==> src/rtl/cipher_byte_serializer.sv <==
// Ciphertext egress stage: buffers 64-bit cipher blocks in a small FIFO and
// streams them out MSB-first as bytes over a valid/ready handshake.
module cipher_byte_serializer #(
    parameter  int DEPTH = 4,
    localparam int AW    = $clog2(DEPTH),
    localparam int CW    = $clog2(DEPTH + 1)
) (
    input  logic          clk,
    input  logic          n_rst,
    input  logic [63:0]   block_in,
    input  logic          block_valid,
    output logic [7:0]    byte_out,
    output logic          byte_valid,
    input  logic          byte_ready,
    output logic          block_sent,
    output logic [CW-1:0] fifo_count,
    output logic          overflow,
    input  logic          ovf_clr
);

    typedef enum logic {IDLE, SEND} state_t;

    state_t        state_q, state_d;
    logic [63:0]   shift_q, shift_d;
    logic [2:0]    idx_q, idx_d;
    logic [AW-1:0] wr_ptr_q, wr_ptr_d;
    logic [AW-1:0] rd_ptr_q, rd_ptr_d;
    logic [CW-1:0] count_q, count_d;
    logic          overflow_q, overflow_d;
    logic          block_sent_q, block_sent_d;
    logic [63:0]   mem_q [DEPTH];

    logic push;
    logic pop;
    logic drop;
    logic full;
    logic nonempty;

    assign full       = (count_q == CW'(DEPTH));
    assign nonempty   = (count_q != '0);
    assign byte_out   = shift_q[63:56];
    assign byte_valid = (state_q == SEND);
    assign block_sent = block_sent_q;
    assign fifo_count = count_q;
    assign overflow   = overflow_q;

    // Next-state: serializer FSM, FIFO pointer/count bookkeeping and overflow flag.
    always_comb begin
        state_d      = state_q;
        shift_d      = shift_q;
        idx_d        = idx_q;
        wr_ptr_d     = wr_ptr_q;
        rd_ptr_d     = rd_ptr_q;
        count_d      = count_q;
        overflow_d   = overflow_q;
        block_sent_d = 1'b0;
        pop          = 1'b0;

        case (state_q)
            IDLE: begin
                // A block pushed this cycle is not visible yet: no bypass.
                if (nonempty) begin
                    pop     = 1'b1;
                    shift_d = mem_q[rd_ptr_q];
                    idx_d   = 3'd0;
                    state_d = SEND;
                end
            end
            SEND: begin
                if (byte_ready) begin
                    if (idx_q != 3'd7) begin
                        shift_d = {shift_q[55:0], 8'h00};
                        idx_d   = idx_q + 3'd1;
                    end else begin
                        block_sent_d = 1'b1;
                        if (nonempty) begin
                            // Chain straight into the next block: no bubble.
                            pop     = 1'b1;
                            shift_d = mem_q[rd_ptr_q];
                            idx_d   = 3'd0;
                        end else begin
                            state_d = IDLE;
                        end
                    end
                end
            end
            default: state_d = IDLE;
        endcase

        // A pop in the same cycle frees the slot, so a full FIFO can still accept.
        push = block_valid && (!full || pop);
        drop = block_valid && full && !pop;

        if (push) wr_ptr_d = wr_ptr_q + AW'(1);
        if (pop)  rd_ptr_d = rd_ptr_q + AW'(1);

        case ({push, pop})
            2'b10:   count_d = count_q + CW'(1);
            2'b01:   count_d = count_q - CW'(1);
            default: count_d = count_q;
        endcase

        // Drop wins over clear so a coincident drop is never lost.
        if (drop)         overflow_d = 1'b1;
        else if (ovf_clr) overflow_d = 1'b0;
    end

    // State registers; reset discards any partial block and all queued blocks.
    always_ff @(posedge clk or negedge n_rst) begin
        if (!n_rst) begin
            state_q      <= IDLE;
            shift_q      <= '0;
            idx_q        <= '0;
            wr_ptr_q     <= '0;
            rd_ptr_q     <= '0;
            count_q      <= '0;
            overflow_q   <= 1'b0;
            block_sent_q <= 1'b0;
        end else begin
            state_q      <= state_d;
            shift_q      <= shift_d;
            idx_q        <= idx_d;
            wr_ptr_q     <= wr_ptr_d;
            rd_ptr_q     <= rd_ptr_d;
            count_q      <= count_d;
            overflow_q   <= overflow_d;
            block_sent_q <= block_sent_d;
        end
    end

    // FIFO storage; contents are meaningless after reset since pointers/count clear.
    always_ff @(posedge clk) begin
        if (push) mem_q[wr_ptr_q] <= block_in;
    end

endmodule

==> config.mk <==
export PLATFORM = sky130hd
export DESIGN_NAME = cipher_byte_serializer
export DESIGN_NICKNAME = d
export VERILOG_FILES = /design/src/rtl/cipher_byte_serializer.sv
export SDC_FILE = /design/constraint.sdc
export NUM_CORES = 1
export LEC_CHECK = 0
export BUFFER_PORTS_ARGS = -buffer_cell sky130_fd_sc_hd__clkbuf_2
export CAP_MARGIN = 40
export CORE_MARGIN = 2
export CORE_UTILIZATION = 35
export CTS_CLUSTER_SIZE = 25
export DETAILED_ROUTE_END_ITERATION = 10
export GPL_ROUTABILITY_DRIVEN = 0
export RECOVER_POWER = 25
export SLEW_MARGIN = 10
export SYNTH_ARGS = -nofsm -noshare
export SYNTH_HDL_FRONTEND = slang
export SYNTH_SLANG_ARGS = --single-unit
export TNS_END_PERCENT = 50
==> constraint.sdc <==
create_clock -name clk -period 3.3 [get_ports clk]
set_input_delay 0 -clock clk [delete_from_list [all_inputs] [get_ports clk]]
set_output_delay 0 -clock clk [all_outputs]
set_load 0.01 [all_outputs]
==> reports/metrics.csv, run 1 <==
metric;value;unit
outcome;finished with violations;
violations;capacitance limit, slew limit;
synthTopCellsByCount;256 x edfxtp_1, 159 x nor2_1, 77 x dfrtp_1;
syn2layout_area_growth;20.6;%
ir_drop;0.000365;V
synth_edf_count;256;
drv_cap;1;
routed_wl;28200;µm
setup_slack;0.794;ns
crit_path_cell_trace;ha_1 -> ha_2 -> a21boi_4 -> nor2_2 -> nand2_1 -> fa_1 -> nor2b_1 -> nand2_1 -> a32oi_1 -> o21ai_0;
grt_pass1_vias;7826;
final-setup-viol-count;0;
fin_crit;2.51;ns
relSlewSlack;-4.15;%
hp-class;input port to register;
clk_latency;0.52;ns
cp_slowest_cell;fa_1;
final.setup.tns;0;ns
syn_inst;837;
p_per_area;819;nW/µm²
hold_buffers;70;
vias_per_cell;4.88;
cts_made_buffers;37;
dieArea;40400;µm²
seqPwrFrac;45.4;%
final_area;16400;µm²
internal_power;9.59;mW
numPortBuffers;82;
critPathTopFamily;simple AND/OR/NAND/NOR gates;
fin_skew;0.0147;ns
via_count;7483;
nNetsFinal;1063;
cts.reportedPaths.clkPinSlew;0.06;ns
p_leak;5.69;nW
netlist_top_cells_area;edfxtp_1 57%, dfrtp_1 14%, mux4_2 11%, nor2_1 4.4%, a211oi_2 2.8%;
synth_top_area_cell;edfxtp_1;
drc;0;
postCtsSetupBuffers;0;
diodes;0;
p_switching;3.80;mW
worstSetupEndpointType;register;
swShare;28.4;%
antenna_left;0;
cts_max_path_buffers;3;
synth.net_count;913;
yosysMostFrequentCell;edfxtp_1;
seqCellArea;9620;µm²
multi_input_area;3570;µm²
core_area;38500;µm²
initial_utilization;35.3;%
worstMarginPinSlew;1.56;ns
first_iter_violations;483;
die_height;201;µm
synthSimpleGateAreaFrac;6.69;%
finalHoldViolations;0;
die_w;201;µm
grt_use_total;14.1;%
antenna_found_initial;0;
rsz0062_at_grt;false;
synth-compound-area-share;7.97;%
synth_top_area_share;56.6;%
ys.flop_type;edfxtp_1;
crit_arrival;2.87;ns
critPathMostFrequentCell;nand2_1;
ys_ff_latch;333;
required;3.66;ns
synth_top_family_by_area;multiplexers;
grt_overflow;0;
start_kind;register;
crit_type;register to register;
worstPathMaxFanout;10;
clock_sinks;333;
drive_gt1_share;23.0;%
async_reset_ff_share;23.1;%
grt_pass1_wl;45000;µm
combPwrFrac;24.0;%
synth_xor_area_share;0.258;%
cts_tree;yes;
synth_mux_area_share;10.6;%
synth_fa_ha_area_share;0.701;%
ys_warn_count;0;
max_stage_delay;0.41;ns
clockRootBuffer;clkbuf_16;
cts_resized;0;
grt_max_degree;73;
avgSynthCellArea;16.2;µm²
io_pins;83;
netlist_area;13600;µm²
htreeDepth;2;
dpl_worst_slack;0.815;ns
first_pass_iters;5;
hpwlAfterDp;16900;µm
slew_viol_final;60;
num-fill-cells;3525;
ys_seq_area_share;70.8;%
fmax;399;MHz
dpl_cell_area;14500;µm²
post_drt_wl_per_cell;18.4;µm
finalCritPeriodShare;75.9;%
clockPowerShare;30.6;%
rows;72;
synth.distinct_cells;43;
path_buf_inv;0;
logic make-up after synthesis:
| kind of cell | Yosys count |
|---|---|
| multiplexers | 64 |
| AND/OR/NAND/NOR | 226 |
| XOR/XNOR | 4 |
| AO/OA/AOI/OAI | 136 |
| buffers and inverters | 67 |
| flip-flops | 333 |
| adder cells (fa/ha/maj) | 7 |
placed cells by master, fill, tap and decap left out, types with 4 or more instances in the layout:
cell type and instances:
edfxtp_1 256, nor2_1 159, dfrtp_1 74, dlygate4sd3_1 70, mux4_2 64, clkbuf_2 51
nand2_1 48, o21ai_0 47, clkbuf_1 42, clkbuf_16 40, a211oi_2 30, a211oi_1 26
buf_4 16, o22ai_1 14, a22o_1 8, inv_1 6, clkinv_1 6, ha_1 5
and2_2 4
per-stage QoR:
stage,cells,power (mW),hold slack (ns),utilization (%)
after floorplan,837,8.45,-0.296,-
after global placement,1394,9.36,0.159,37.6
after detailed placement,1396,9.43,-0.180,37.7
after CTS,1534,13.6,0.0507,42.7
after global routing,1534,14.1,0.277,42.5
final,1534,13.4,0.259,42.5
worst register-to-register path: stages, from the launching register on:
cell and delay (ns):
dfrtp_1 0.36, ha_1 0.16, ha_2 0.20, a21boi_4 0.10, nor2_2 0.38, nand2_1 0.14, fa_1 0.41, nor2b_1 0.21
nand2_1 0.09, a32oi_1 0.19, o21ai_0 0.12
registers in the layout (all words and copies together) (netlist names):
register	cells
mem_q	256
shift_q	64
fifo_count	3
idx_q	3
rd_ptr_q	2
wr_ptr_q	2
block_sent	1
byte_valid	1
overflow	1
routing by layer:
metal	GRT usage (%)	vias to the layer above	wire [µm]
li1	-	3488	-
met1	20.3	3825	13100
met3	2.69	36	1200
met4	3.49	0	426
met5	0	-	0
met2	22.2	134	13500
final timing paths:
kind                                      start                         to  slack, ns  depth (start not counted)
max                        idx_q[0]$_DFFE_PN0P_  fifo_count[2]$_DFFE_PN0P_       0.79                         10
min                                block_in[31]     mem_q[1][31]$_DFFE_PP_       0.26                          2
max reg2reg                idx_q[0]$_DFFE_PN0P_  fifo_count[2]$_DFFE_PN0P_       0.79                         10
min reg2reg                idx_q[0]$_DFFE_PN0P_       idx_q[0]$_DFFE_PN0P_       0.51                          1
max in group asynchronous                 n_rst    rd_ptr_q[0]$_DFFE_PN0N_       1.63                          3
min in group asynchronous                 n_rst  fifo_count[1]$_DFFE_PN0P_       0.43                          3
area by class of cell:
| type | instances | area share [%] |
|---|---|---|
| clock inverter | 14 | 0.902 |
| tap | 518 | 3.96 |
| sequential | 333 | 58.8 |
| multi-input combinational | 437 | 21.8 |
| timing repair buffer | 172 | 7.84 |
| inverter | 6 | 0.138 |
| clock buffer | 54 | 6.56 |
power by group through the flow:
stage               logic [mW]  registers (mW)  clock network, mW
floorplan                 2.50            5.95                  0
global placement          3.20            6.15                  0
detailed placement        3.24            6.18                  0
global route              3.53            6.20               4.38
finish                    3.21            6.09               4.10
CTS                       3.33            6.10               4.20
(Power assumes the default switching activity.)
==> inputs of run 2 (changes only) <==
clock period = 2.1 ns   (was 3.3 ns; I/O delays follow)
==> run 2 against run 1 <==
The flow now finishes without violations. First-iteration DRC count increased by 16%. Total power increased by 61%. Global-route usage increased by 0.62 points. Largest cell class unchanged. Highest routed layer unchanged.
==> reports/metrics.csv, run 2 (same netlist as run 1, synthesis figures left out) <==
metric;value;unit
final_cell_mix;256 x edfxtp_1, 159 x nor2_1, 74 x dfrtp_1, 68 x dlygate4sd3_1, 64 x mux4_2;
grt_overflow;0;
top_register;mem_q;
numPortBuffers;82;
first_iter_violations;562;
fin_crit;2.07;ns
rows;72;
slew_viol_final;0;
start_kind;register;
first_pass_iters;5;
rsz0062_at_grt;true;
drc;0;
dieArea;40400;µm²
hp-class;input port to asynchronous set/reset pin;
outcome;finished, final reports clean;
post_drt_wl_per_cell;18.7;µm
worstSetupEndpointType;register;
nNetsFinal;1086;
largest_reg_flops;256;
finalCritPeriodShare;98.5;%
crit_start;idx_q[0]$_DFFE_PN0P_;
vias_per_cell;4.90;
initial_utilization;35.3;%
crit_arrival;2.29;ns
r2r_start;idx_q[0]$_DFFE_PN0P_;
finalHoldViolations;0;
p_leak;5.82;nW
core_area;38500;µm²
via_count;7631;
routed_wl;29100;µm
final.setup.tns;0;ns
grt_use_total;14.7;%
layout_commonest_cell;edfxtp_1;
worstPathMaxFanout;18;
grt_pass1_vias;8000;
largestRegisters;mem_q: 256 flops, shift_q: 64 flops;
crit_type;register to register;
drive_gt1_share;24.6;%
hpwlAfterDp;18200;µm
drv_cap;0;
worstMarginPinSlew;0.846;ns
fmax;483;MHz
cts_tree;yes;
syn2layout_area_growth;23.4;%
antenna_left;0;
clock_sinks;333;
cts_max_path_buffers;3;
cts_made_buffers;36;
relSlewSlack;43.6;%
cts.reportedPaths.clkPinSlew;0.06;ns
grt_max_degree;106;
ff2ff_setup_slack;0.03;ns
die_height;201;µm
antenna_found_initial;1;
io_pins;83;
ir_drop;0.000632;V
clk_latency;0.53;ns
clockRootBuffer;clkbuf_16;
p_per_area;1290;nW/µm²
crit_end;mem_q[2][28]$_DFFE_PP_;
crit_path_cell_trace;ha_2 -> ha_4 -> a21boi_4 -> a31oi_2 -> and2_4 -> buf_12;
r2r.worst_path.cells;6;
reg2reg_to;mem_q[2][28]$_DFFE_PP_;
dpl_cell_area;14800;µm²
max_stage_delay;0.39;ns
fin_skew;0.0227;ns
final-setup-viol-count;0;
cp_slowest_cell;and2_4;
die_w;201;µm
final_area;16700;µm²
htreeDepth;2;
grt_pass1_wl;46400;µm
required;2.32;ns
[run 2: how the worst min path moves through the flow]
stage / to / cells after the start / slack [ns]
after global placement: fifo_count[0]$_DFFE_PN0P_ / 1 / 0.03
after detailed placement: fifo_count[0]$_DFFE_PN0P_ / 1 / 0.03
final: fifo_count[0]$_DFFE_PN0P_ / 2 / 0.03
after CTS: shift_q[51]$_DFFE_PN0P_ / 2 / 0.04
after floorplan: block_sent$_DFF_PN0_ / 0 / -0.30
after global routing: fifo_count[0]$_DFFE_PN0P_ / 2 / 0.06
[run 2: worst max-delay path: cells and delay by family, from the launching register on]
kind,cells,cell delay [ns]
AO/OA/AOI/OAI,2,0.44
AND/OR/NAND/NOR,1,0.39
adder cells (fa/ha/maj),2,0.36
buffers and inverters,1,0.21
flip-flops,1,0.36
[run 2: area by class of cell]
class                           count  area (µm²)
Tap cell                          518         648
Clock buffer                       46         981
Multi-Input combinational cell    437        3620
Timing Repair Buffer              196        1640
Inverter                            6        22.5
Antenna cell                        1        2.50
Fill cell                        3499       21700
Clock inverter                     19         208
Sequential cell                   333        9620
[run 2: layer usage]
layer | track usage (%) | wire, µm | up-vias | part of all wire [%]
met3 | 3.07 | 1260 | 40 | 4.3
met2 | 23.8 | 14100 | 163 | 48
met4 | 3.57 | 567 | 0 | 1.9
met5 | 0 | 0 | - | 0
li1 | - | - | 3526 | -
met1 | 20.5 | 13200 | 3902 | 45
[run 2: per-stage QoR]
step           std cells  total power [mW]  worst slack [ns]  utilization [%]  hold WS, ns
2_1_floorplan        837              13.3            -0.125                -       -0.296
3_3_place_gp        1419              15.2            0.0228             38.6       0.0299
3_5_place_dp        1419              15.3            0.0105             38.6       0.0285
4_1_cts             1552              21.8           0.00200             43.5       0.0431
5_1_grt             1555              22.7           -0.0703             43.5       0.0628
6_report            1556              21.6            0.0309             43.5       0.0252
[run 2: report_power, final]
part / switching, mW / internal [mW]
logic: 2.90 / 2.86
registers: 0.748 / 8.73
clock network: 2.52 / 3.81
total: 6.17 / 15.4
[run 2: timing repair]
action | CTS | global route
setup buffers | 0 | 3
endpoints found under the hold margin | 337 | 0
endpoints found under the setup margin | 0 | 127
hold buffers | 68 | 0
resized for setup | 0 | 8
==> inputs of run 3 (changes only) <==
RECOVER_POWER = default   (was 25)
==> run 3 against run 2 <==
Global-route usage stayed put. Register-to-register slack is essentially flat. Setup slack gained 0.0074 ns. Clock skew increased by 0.0019 ns. Critical path depth stayed put. Count of clock-buffer cells in the layout is the same. Sequential share of layout area decreased by 0.18 points. Final area increased by 0.31%. Via count is 0.14% higher.
==> reports/metrics.csv, run 3 (same netlist as run 1, synthesis figures left out) <==
metric;value;unit
dpl_cell_area;14800;µm²
max_stage_delay;0.39;ns
seqCellArea;9620;µm²
p_per_area;1280;nW/µm²
final_cell_mix;256 x edfxtp_1, 159 x nor2_1, 80 x clkbuf_2, 74 x dfrtp_1, 68 x dlygate4sd3_1;
drive_gt1_share;28.6;%
hp-class;input port to asynchronous set/reset pin;
crit_type;register to register;
fmax;485;MHz
seqPwrFrac;43.9;%
fin_crit;2.06;ns
cts_tree;yes;
worstSetupEndpointType;register;
grt_pass1_vias;8000;
num-fill-cells;3483;
cts_max_path_buffers;3;
final-setup-viol-count;0;
antenna_left;0;
first_iter_violations;545;
ir_drop;0.000632;V
finalHoldViolations;0;
dieArea;40400;µm²
hpwlAfterDp;18200;µm
nNetsFinal;1086;
grt_overflow;0;
start_kind;register;
p_leak;5.95;nW
dpl_worst_slack;0.0105;ns
final_area;16800;µm²
grt_use_total;14.7;%
required;2.32;ns
crit_arrival;2.28;ns
fin_util;43.7;%
antenna_found_initial;1;
cts_made_buffers;36;
htreeDepth;2;
core_area;38500;µm²
via_count;7642;
vias_per_cell;4.91;
drc;0;
fin_skew;0.0246;ns
r2r.worst_path.cells;6;
post_drt_wl_per_cell;18.7;µm
outcome;finished, final reports clean;
syn2layout_area_growth;23.8;%
cp_slowest_cell;and2_4;
relSlewSlack;43.7;%
crit_path_cell_trace;ha_2 -> ha_4 -> a21boi_4 -> a31oi_2 -> and2_4 -> buf_12;
worstMarginPinSlew;0.845;ns
worstPathMaxFanout;18;
routed_wl;29200;µm
critPathTopFamily;compound AO/OA/AOI/OAI gates;
setup_slack;0.0384;ns
swShare;28.6;%
top_register;mem_q;
die_w;201;µm
largest_reg_flops;256;
die_height;201;µm
path_depth;6;
clock_sinks;333;
internal_power;15.4;mW
multi_input_area;3620;µm²
rows;72;
grt_pass1_wl;46400;µm
p_switching;6.17;mW
initial_utilization;35.3;%
dp_cells;1419;
largestRegisters;mem_q: 256 flops, shift_q: 64 flops;
first_pass_iters;5;
grt_max_degree;106;
combPwrFrac;26.8;%
layoutNonFillerInstCount;1556;
finalCritPeriodShare;98.2;%
path_buf_inv;1;
clk_latency;0.53;ns
io_pins;83;
cts.reportedPaths.clkPinSlew;0.06;ns
drv_cap;0;
numPortBuffers;82;
slew_viol_final;0;
layout_commonest_cell;edfxtp_1;
clockRootBuffer;clkbuf_16;
rsz0062_at_grt;true;
clockPowerShare;29.3;%
[run 3: metrics by stage]
step	hold slack, ns	power [mW]	TNS, ns
6_report	0.0299	21.6	0
5_1_grt	0.0628	22.7	-2.59
4_1_cts	0.0431	21.8	0
3_5_place_dp	0.0285	15.3	0
3_3_place_gp	0.0299	15.2	0
2_1_floorplan	-0.296	13.3	-17.11
[run 3: final timing paths]
kind                                      start                         to  slack [ns]
max                        idx_q[0]$_DFFE_PN0P_     mem_q[2][28]$_DFFE_PP_        0.04
min                                       n_rst  fifo_count[0]$_DFFE_PN0P_        0.03
max reg2reg                idx_q[0]$_DFFE_PN0P_     mem_q[2][28]$_DFFE_PP_        0.04
min reg2reg                idx_q[0]$_DFFE_PN0P_       idx_q[0]$_DFFE_PN0P_        0.51
max in group asynchronous                 n_rst       byte_valid$_DFF_PN0_        1.43
min in group clk                     byte_ready       idx_q[0]$_DFFE_PN0P_        0.10
[run 3: layer usage]
| metal | GRT usage [%] | wire [µm] | vias to the layer above |
|---|---|---|---|
| li1 | - | - | 3533 |
| met2 | 23.8 | 14100 | 161 |
| met4 | 3.57 | 586 | 0 |
| met3 | 3.07 | 1270 | 42 |
| met5 | 0 | 0 | - |
| met1 | 20.5 | 13200 | 3906 |
[run 3: what timing repair did]
action,4_1_cts,5_1_grt
gates resized for setup,0,8
hold endpoints to repair,337,0
hold buffers,68,0
setup buffers,0,3
endpoints found under the setup margin,0,127
[run 3: final cells by class]
class / count / share of cell area (%)
repair buffers: 196 / 10.1
flip-flops and latches: 333 / 57.3
well taps: 518 / 3.86
inverters: 6 / 0.134
clock inverters: 19 / 1.24
diodes: 1 / 0.0149
clock buffers: 46 / 5.84
multi-input cells: 437 / 21.5
[run 3: power groups by stage]
| stage | Combinational (mW) | Clock, mW | Sequential, mW |
|---|---|---|---|
| floorplan | 3.97 | 0 | 9.29 |
| global placement | 5.64 | 0 | 9.55 |
| detailed placement | 5.71 | 0 | 9.60 |
| CTS | 5.85 | 6.45 | 9.48 |
| global route | 6.31 | 6.74 | 9.63 |
| finish | 5.78 | 6.33 | 9.47 |
